--- src/rtl/mult_pkg.sv ---
// Shared types and helpers for the sequential shift-add multiplier.
package mult_pkg;

  typedef enum logic [1:0] {
    IDLE = 2'd0,
    RUN  = 2'd1,
    SIGN = 2'd2,
    DONE = 2'd3
  } state_e;

  // Bits needed to hold an iteration count from 0 up to width inclusive.
  function automatic int cnt_width(input int width);
    return $clog2(width + 1);
  endfunction

endpackage

--- src/rtl/seq_mult_datapath.sv ---
// Shift-add datapath: magnitude capture, accumulate/shift steps and signed fix-up.
module seq_mult_datapath
  import mult_pkg::*;
#(
  parameter int WIDTH      = 8,
  parameter int EARLY_EXIT = 1,
  parameter int CW         = cnt_width(WIDTH)
) (
  input  logic               clk,
  input  logic               reset,
  input  logic               load_i,
  input  logic               step_i,
  input  logic               fix_i,
  input  logic               signed_mode_i,
  input  logic [WIDTH-1:0]   a_i,
  input  logic [WIDTH-1:0]   b_i,
  output logic               last_o,
  output logic [2*WIDTH-1:0] product_o,
  output logic [CW-1:0]      iterations_o
);

  logic [2*WIDTH-1:0] acc_q, acc_d;
  logic [2*WIDTH-1:0] mcand_q, mcand_d;
  logic [2*WIDTH-1:0] product_q, product_d;
  logic [WIDTH-1:0]   mplier_q, mplier_d;
  logic [CW-1:0]      count_q, count_d;
  logic [CW-1:0]      iter_q, iter_d;
  logic               neg_q, neg_d;
  logic [WIDTH-1:0]   mag_a, mag_b;

  // The most negative value negates to itself, which is already its unsigned magnitude.
  always_comb begin
    mag_a = (signed_mode_i && a_i[WIDTH-1]) ? -a_i : a_i;
    mag_b = (signed_mode_i && b_i[WIDTH-1]) ? -b_i : b_i;
  end

  always_comb begin
    acc_d     = acc_q;
    mcand_d   = mcand_q;
    mplier_d  = mplier_q;
    count_d   = count_q;
    neg_d     = neg_q;
    product_d = product_q;
    iter_d    = iter_q;
    if (load_i) begin
      acc_d    = '0;
      mcand_d  = {{WIDTH{1'b0}}, mag_a};
      mplier_d = mag_b;
      count_d  = '0;
      neg_d    = signed_mode_i & (a_i[WIDTH-1] ^ b_i[WIDTH-1]);
    end else if (step_i) begin
      if (mplier_q[0]) begin
        acc_d = acc_q + mcand_q;
      end
      mcand_d  = mcand_q << 1;
      mplier_d = mplier_q >> 1;
      count_d  = count_q + CW'(1);
    end else if (fix_i) begin
      product_d = neg_q ? -acc_q : acc_q;
      iter_d    = count_q;
    end
  end

  // Evaluated on the current step: true when this step is the final one.
  assign last_o = (count_q + CW'(1) == CW'(WIDTH)) ||
                  ((EARLY_EXIT != 0) && (mplier_q[WIDTH-1:1] == '0));

  always_ff @(posedge clk) begin
    if (reset) begin
      acc_q     <= '0;
      mcand_q   <= '0;
      mplier_q  <= '0;
      count_q   <= '0;
      neg_q     <= 1'b0;
      product_q <= '0;
      iter_q    <= '0;
    end else begin
      acc_q     <= acc_d;
      mcand_q   <= mcand_d;
      mplier_q  <= mplier_d;
      count_q   <= count_d;
      neg_q     <= neg_d;
      product_q <= product_d;
      iter_q    <= iter_d;
    end
  end

  assign product_o    = product_q;
  assign iterations_o = iter_q;

endmodule

--- src/rtl/seq_mult_unit.sv ---
// Sequential signed/unsigned multiplier: IDLE/RUN/SIGN/DONE controller around the datapath.
module seq_mult_unit
  import mult_pkg::*;
#(
  parameter int WIDTH      = 8,
  parameter int EARLY_EXIT = 1
) (
  input  logic                        clk,
  input  logic                        reset,
  input  logic                        start,
  input  logic                        signed_mode,
  input  logic [WIDTH-1:0]            a,
  input  logic [WIDTH-1:0]            b,
  output logic [2*WIDTH-1:0]          product,
  output logic                        busy,
  output logic                        done,
  output logic [cnt_width(WIDTH)-1:0] iterations
);

  localparam int CW = cnt_width(WIDTH);

  state_e state_q, state_d;
  logic   load, step, fix, last;

  always_ff @(posedge clk) begin
    if (reset) begin
      state_q <= IDLE;
    end else begin
      state_q <= state_d;
    end
  end

  always_comb begin
    state_d = state_q;
    unique case (state_q)
      IDLE:    if (start) state_d = RUN;
      RUN:     if (last)  state_d = SIGN;
      SIGN:    state_d = DONE;
      DONE:    state_d = IDLE;
      default: state_d = IDLE;
    endcase
  end

  always_comb begin
    load = (state_q == IDLE) && start;
    step = (state_q == RUN);
    fix  = (state_q == SIGN);
    busy = (state_q != IDLE);
    done = (state_q == DONE);
  end

  seq_mult_datapath #(
    .WIDTH     (WIDTH),
    .EARLY_EXIT(EARLY_EXIT),
    .CW        (CW)
  ) u_datapath (
    .clk          (clk),
    .reset        (reset),
    .load_i       (load),
    .step_i       (step),
    .fix_i        (fix),
    .signed_mode_i(signed_mode),
    .a_i          (a),
    .b_i          (b),
    .last_o       (last),
    .product_o    (product),
    .iterations_o (iterations)
  );

endmodule

--- config.mk ---
export PLATFORM = sky130hd
export DESIGN_NAME = seq_mult_unit
export DESIGN_NICKNAME = d
export VERILOG_FILES = /design/src/rtl/mult_pkg.sv /design/src/rtl/seq_mult_datapath.sv /design/src/rtl/seq_mult_unit.sv
export SDC_FILE = /design/constraint.sdc
export NUM_CORES = 1
export LEC_CHECK = 0
export ABC_AREA = 1
export BUFFER_PORTS_ARGS = -buffer_cell sky130_fd_sc_hd__buf_4
export CAP_MARGIN = 20
export CORE_ASPECT_RATIO = 1.5
export CORE_MARGIN = 2
export CORE_UTILIZATION = 30
export DETAILED_ROUTE_END_ITERATION = 10
export PLACE_DENSITY = 0.45
export REMOVE_ABC_BUFFERS = 1
export SYNTH_ARGS = -nofsm -noshare
export SYNTH_HDL_FRONTEND = slang
export SYNTH_HIERARCHICAL = 1
export SYNTH_SLANG_ARGS = --single-unit
--- constraint.sdc ---
create_clock -name clk -period 1.8 [get_ports clk]
set_input_delay 0.09 -clock clk [delete_from_list [all_inputs] [get_ports clk]]
set_output_delay 0.09 -clock clk [all_outputs]
set_load 0.005 [all_outputs]
Word-level counts from Yosys, hierarchy flattened --
Index checks and enable logic that the tools add are counted.
Storage, ports and cells: word-level logic and storage cells 46, bits of input ports 20, bits in registers 67, output and inout port bits 22
Cells by class: reduce and logical (&&, ||, !) cells 12, muxes and demuxes 10, bitwise operators 4, equality and inequality tests 6, $add $sub $neg 5
Operators with widths (count):
- $mux W8 | 6
- $add A16 B16 Y16 | 1
- $mux W16 | 1
- $neg A16 Y16 | 1
- $neg A8 Y8 | 2
- $pmux W2 S4 | 1
- $logic_not A7 Y1 | 1
- $add A4 B1 Y4 const B | 1
- $eq A2 B2 Y1 const B | 2
- $eq A4 B4 Y1 const B | 1
- $mux W2 | 2
- $reduce_and A2 Y1 | 2
- $reduce_bool A2 Y1 | 2
- $logic_and A1 B1 Y1 | 3
- $reduce_and A3 Y1 | 1
- $eq A2 B1 Y1 const B | 1
- $logic_not A2 Y1 | 1
- $ne A2 B1 Y1 const B | 1
- $ne A2 B2 Y1 const B | 1
- $not A1 Y1 | 2
- $reduce_or A2 Y1 | 1
- $and A1 B1 Y1 | 1
- $logic_or A1 B1 Y1 | 1
- $xor A1 B1 Y1 | 1

Depth between registers and ports, before layout --
depth after elaboration 5, depth in mapped cells 12, gate-level depth less buffers 12

Cells and area by module --
Netlist, hierarchy kept.
Modules (own cells, without submodules):
- seq_mult_datapath | area an instance 4166.5 um^2, seq. area each 1301.2 um^2, cells an instance 655, times used 1
- seq_mult_unit | area an instance 185.2 um^2, seq. area each 40.0 um^2, cells an instance 27, times used 1

Worst setup path before layout --
OpenSTA, ideal clock, no wires.
path kind register -> register, from register u_datapath.acc_q[0], to register u_datapath.acc_q[8], library setup time 109 ps, path buffers 0, slack 156 ps, arrival time 1536 ps, data required time 1691 ps, cell stages (with the launch flop) 12, period minus slack after synthesis 1644 ps, cell sequence dfxtp_1 ha_1 fa_1 nand2_1 nand2_1 and2_1 nand2_1 nand2_1 xnor2_1 nand2_1 nand2_1 inv_1
On the way: cells in the longest elaborated chain, start to end 1
Ends and longest elaborated chain:
- start, declared | line seq_mult_datapath.sv:22 | logic [2*WIDTH-1:0] acc_q, acc_d;
- start signal, assigned | line seq_mult_datapath.sv:70 | acc_q <= '0;
- start signal, assigned | line seq_mult_datapath.sv:78 | acc_q <= acc_d;
- $add A16 B16 Y16 | line seq_mult_datapath.sv:53 | acc_d = acc_q + mcand_q;
No other way between the ends. A chain may end at the register's enable or synchronous reset.

Worst setup path after layout --
from register u_datapath.mcand_q[0], to register u_datapath.acc_q[8]
On the way: cells in the longest elaborated chain, start to end 1
Ends and longest elaborated chain:
- start, declared | line seq_mult_datapath.sv:23 | logic [2*WIDTH-1:0] mcand_q, mcand_d;
- start signal, assigned | line seq_mult_datapath.sv:79 | mcand_q <= mcand_d;
- $add A16 B16 Y16 | line seq_mult_datapath.sv:53
No other way between the ends.

==> impl_metrics.tcl <==
set metrics [dict create \
    clkSlewWorstSetupHoldPaths_ns 0.06 \
    ir_worst_vdd_uv 664 \
    critical_path_class "reg2reg" \
    post_drt_via_cell_ratio 4.60 \
    ys_types 37 \
    setup_viol 0 \
    synth.area.top_cells "dfxtp_1 31%, nand2_1 17%, inv_1 10%" \
    synth_compound_area_frac 0.145 \
    switching_share 0.390 \
    num_antenna_cells 0 \
    synth_fa_ha_area_frac 0.0736 \
    ant_nets 0 \
    grt_pass1_vias 4323 \
    dieArea_um2 15500 \
    rsz0062_at_grt "yes" \
    core_um2 14100 \
    seq_power_share 0.313 \
    postSynthAreaPerCell_um2 6.38 \
    vias 4349 \
    p_switching_w 0.00269 \
    power_density_nw_per_um2 1260 \
    p_leak_nw 2.82 \
    min_period_ns 1.70 \
    worstMarginPinSlew_ns 0.579 \
    synth_area_um2 4350 \
    drt-total-wl_um 12500 \
    min_path_cells 3 \
    clkPwrFrac 0.266 \
    synth_xor_area_frac 0.0523 \
    yosysWarnings 6 \
    synthMuxAreaShare 0 \
    holdPathEnd "u_datapath/mcand_q[0]" \
    drive_gt1_frac 0.161 \
    fp-row-count 53 \
    status "completed" \
    synth-seq-cells 67 \
    p_int_w 0.00421 \
    rr_startpoint "u_datapath/mcand_q[0]" \
    dr.pass1.iters 5 \
    drt_iter0_markers 154 \
    portBuffers 41 \
    relSlewSlack 0.613 \
    root_buffer "clkbuf_16" \
    min_from "a[0]" \
    synth_top_family_by_area "simple AND/OR/NAND/NOR gates" \
    routabilityCongestion 0.889 \
    insertion_delay_ns 0.34 \
    maxSlewViolCount 0 \
    worstPathArrival_ns 1.94 \
    final_util 0.386 \
    grt_pass1_wl_um 20600 \
    overflow 0 \
    die-width_um 102 \
    fp.dieH_um 152 \
    holdCritPathClass "in2reg" \
    maxCapViolCount 0 \
    placed_area_um2 5070 \
    synth-simple-area-share 0.293 \
    skew_ns 0.00860 \
    yosys.area.top_type "dfxtp_1" \
    post_drt_wl_per_cell_um 13.2 \
    h-tree-depth 3 \
    synth_top_area_share 0.308 \
    min_period_over_period 0.947 \
    ys_seq_area_frac 0.308 \
    startpoint_type "flip-flop" \
    initial_core_util 0.308 \
    syn_to_final_growth_pct 25.4 \
    grt_usage 0.174 \
    grt_max_degree 22 \
    final_area_um2 5460 \
    worstReg2RegEnd "u_datapath/acc_q[8]" \
    drc 0 \
    clkSinkCount 67 \
    cts_setup_buffers 0 \
    hold_viol 0 \
    r2r_cells 11 \
    numCtsBuffers 9 \
    nets 793 \
    rrSetupSlack_ns 0.1 \
    path_max_fanout 3 \
    cp-end-kind "flip-flop" \
    comb_power_share 0.421 \
    antenna_found_initial 0 \
    required_ns 2.04 \
    cts_tree "done" \
    synth_cells 682 \
    clk_path_buf_depth 2 \
    fmax_mhz 587 \
    dp_hpwl_um 10000 \
    io_pins 42 \
]
[worst max-delay path, cell delays in order, from the launching register on]
cell and delay (ns):
dfxtp_4 0.36, ha_4 0.16, fa_2 0.40, nand2_1 0.07, nand2_1 0.07, and2_4 0.16, nand2_2 0.05, nand2_2 0.05
xnor2_2 0.14, nand2_1 0.06, nand2_1 0.05, inv_1 0.03
[per-layer routing]
layer | GRT usage | vias to the layer above | routed length, µm
li1 | - | 2280 | -
met3 | 0.0307 | 20 | 418
met1 | 0.190 | 1962 | 4930
met2 | 0.321 | 87 | 6720
met5 | 0 | - | 0
met4 | 0.0793 | 0 | 424
[cells in the final DEF, fill, tap and decap left out, types with 6 or more instances in the layout]
| cell type | count |
|---|---|
| nand2_1 | 193 |
| inv_1 | 116 |
| buf_4 | 70 |
| dfxtp_1 | 58 |
| nor2_1 | 52 |
| a21oi_1 | 49 |
| o21ai_0 | 38 |
| nand3_1 | 37 |
| ha_1 | 22 |
| xor2_1 | 19 |
| o21ai_1 | 10 |
| clkbuf_16 | 9 |
| dfxtp_2 | 8 |
| nand2_2 | 7 |
| xnor2_1 | 6 |
[synthesized netlist by cell type (all sizes together)]
library cell and n:
nand2 201, inv 119, dfxtp 67, nor2 54, o21ai 50, a21oi 49, nand3 40, ha 24
xor2 19, buf 18, xnor2 7, o211ai 5, nand3b 4, nand4 4, nor3 4, a31oi 3
o21bai 3, a211oi 2, a221oi 1, and2 1, clkinv 1, fa 1, nor4 1, o221ai 1
o22ai 1, o41ai 1, or2 1
[how the worst max path moves through the flow]
stage	startpoint	to	slack [ns]	cells past startpoint
2_1_floorplan	state_q[1]	u_datapath/acc_q[6]	-0.19	7
3_3_place_gp	u_datapath/mcand_q[0]	u_datapath/acc_q[12]	0.04	11
3_5_place_dp	u_datapath/mcand_q[0]	u_datapath/acc_q[12]	-0.001	11
4_1_cts	state_q[0]	u_datapath/product_o[11]	0.03	10
5_1_grt	u_datapath/mcand_q[0]	u_datapath/acc_q[14]	-0.03	12
6_report	u_datapath/mcand_q[0]	u_datapath/acc_q[8]	0.1	11
[state kept, by name (all words and copies together) (netlist names)]
register and count:
u_datapath/iterations_o 4, u_datapath/product_o 16, u_datapath/acc_q 16, u_datapath/count_q 4
u_datapath/mplier_q 8, u_datapath/mcand_q 16, state_q 2, u_datapath/neg_q 1
[cells by family (layout without fill, tap and decap cells)]
group	Yosys count	in the layout
AO/OA/AOI/OAI	116	116
XOR/XNOR	26	26
adder cells (fa/ha/maj)	25	25
buffers and inverters	138	209
flip-flops	67	67
AND/OR/NAND/NOR	310	310
[power by group through the flow]
stage                     Sequential, W  Clock, W  Combinational, W
after CTS                       0.00215   0.00189           0.00291
final                           0.00216   0.00183           0.00290
after floorplan                 0.00212         0           0.00170
after global placement          0.00217         0           0.00287
after detailed placement        0.00217         0           0.00290
after global routing            0.00220   0.00195           0.00330
[through the flow]
stage	hold slack [ns]	setup slack [ns]	instances	setup TNS (ns)	total power, W
5_1_grt	0.0783	-0.0255	945	-0.0524	0.00745
3_3_place_gp	0.399	0.0362	929	0	0.00504
3_5_place_dp	0.406	-0.00149	929	-0.00149	0.00507
4_1_cts	0.0458	0.0315	945	0	0.00695
6_report	0.0487	0.0954	945	0	0.00689
2_1_floorplan	0.159	-0.192	664	-1.82	0.00383
[layout make-up]
| type | count | area [µm²] |
|---|---|---|
| Inverter | 120 | 458 |
| Fill cell | 1556 | 8670 |
| Multi-Input combinational cell | 477 | 2510 |
| Clock inverter | 7 | 82.6 |
| Timing Repair Buffer | 73 | 586 |
| Clock buffer | 9 | 225 |
| Tap cell | 192 | 240 |
| Sequential cell | 67 | 1360 |
[timing repair]
item	in CTS	in global routing
hold buffers	0	0
endpoints found under the hold margin	0	0
endpoints found under the setup margin	1	35
gates resized for setup	1	27
pin swaps	0	8
(Power assumes the default switching activity.)
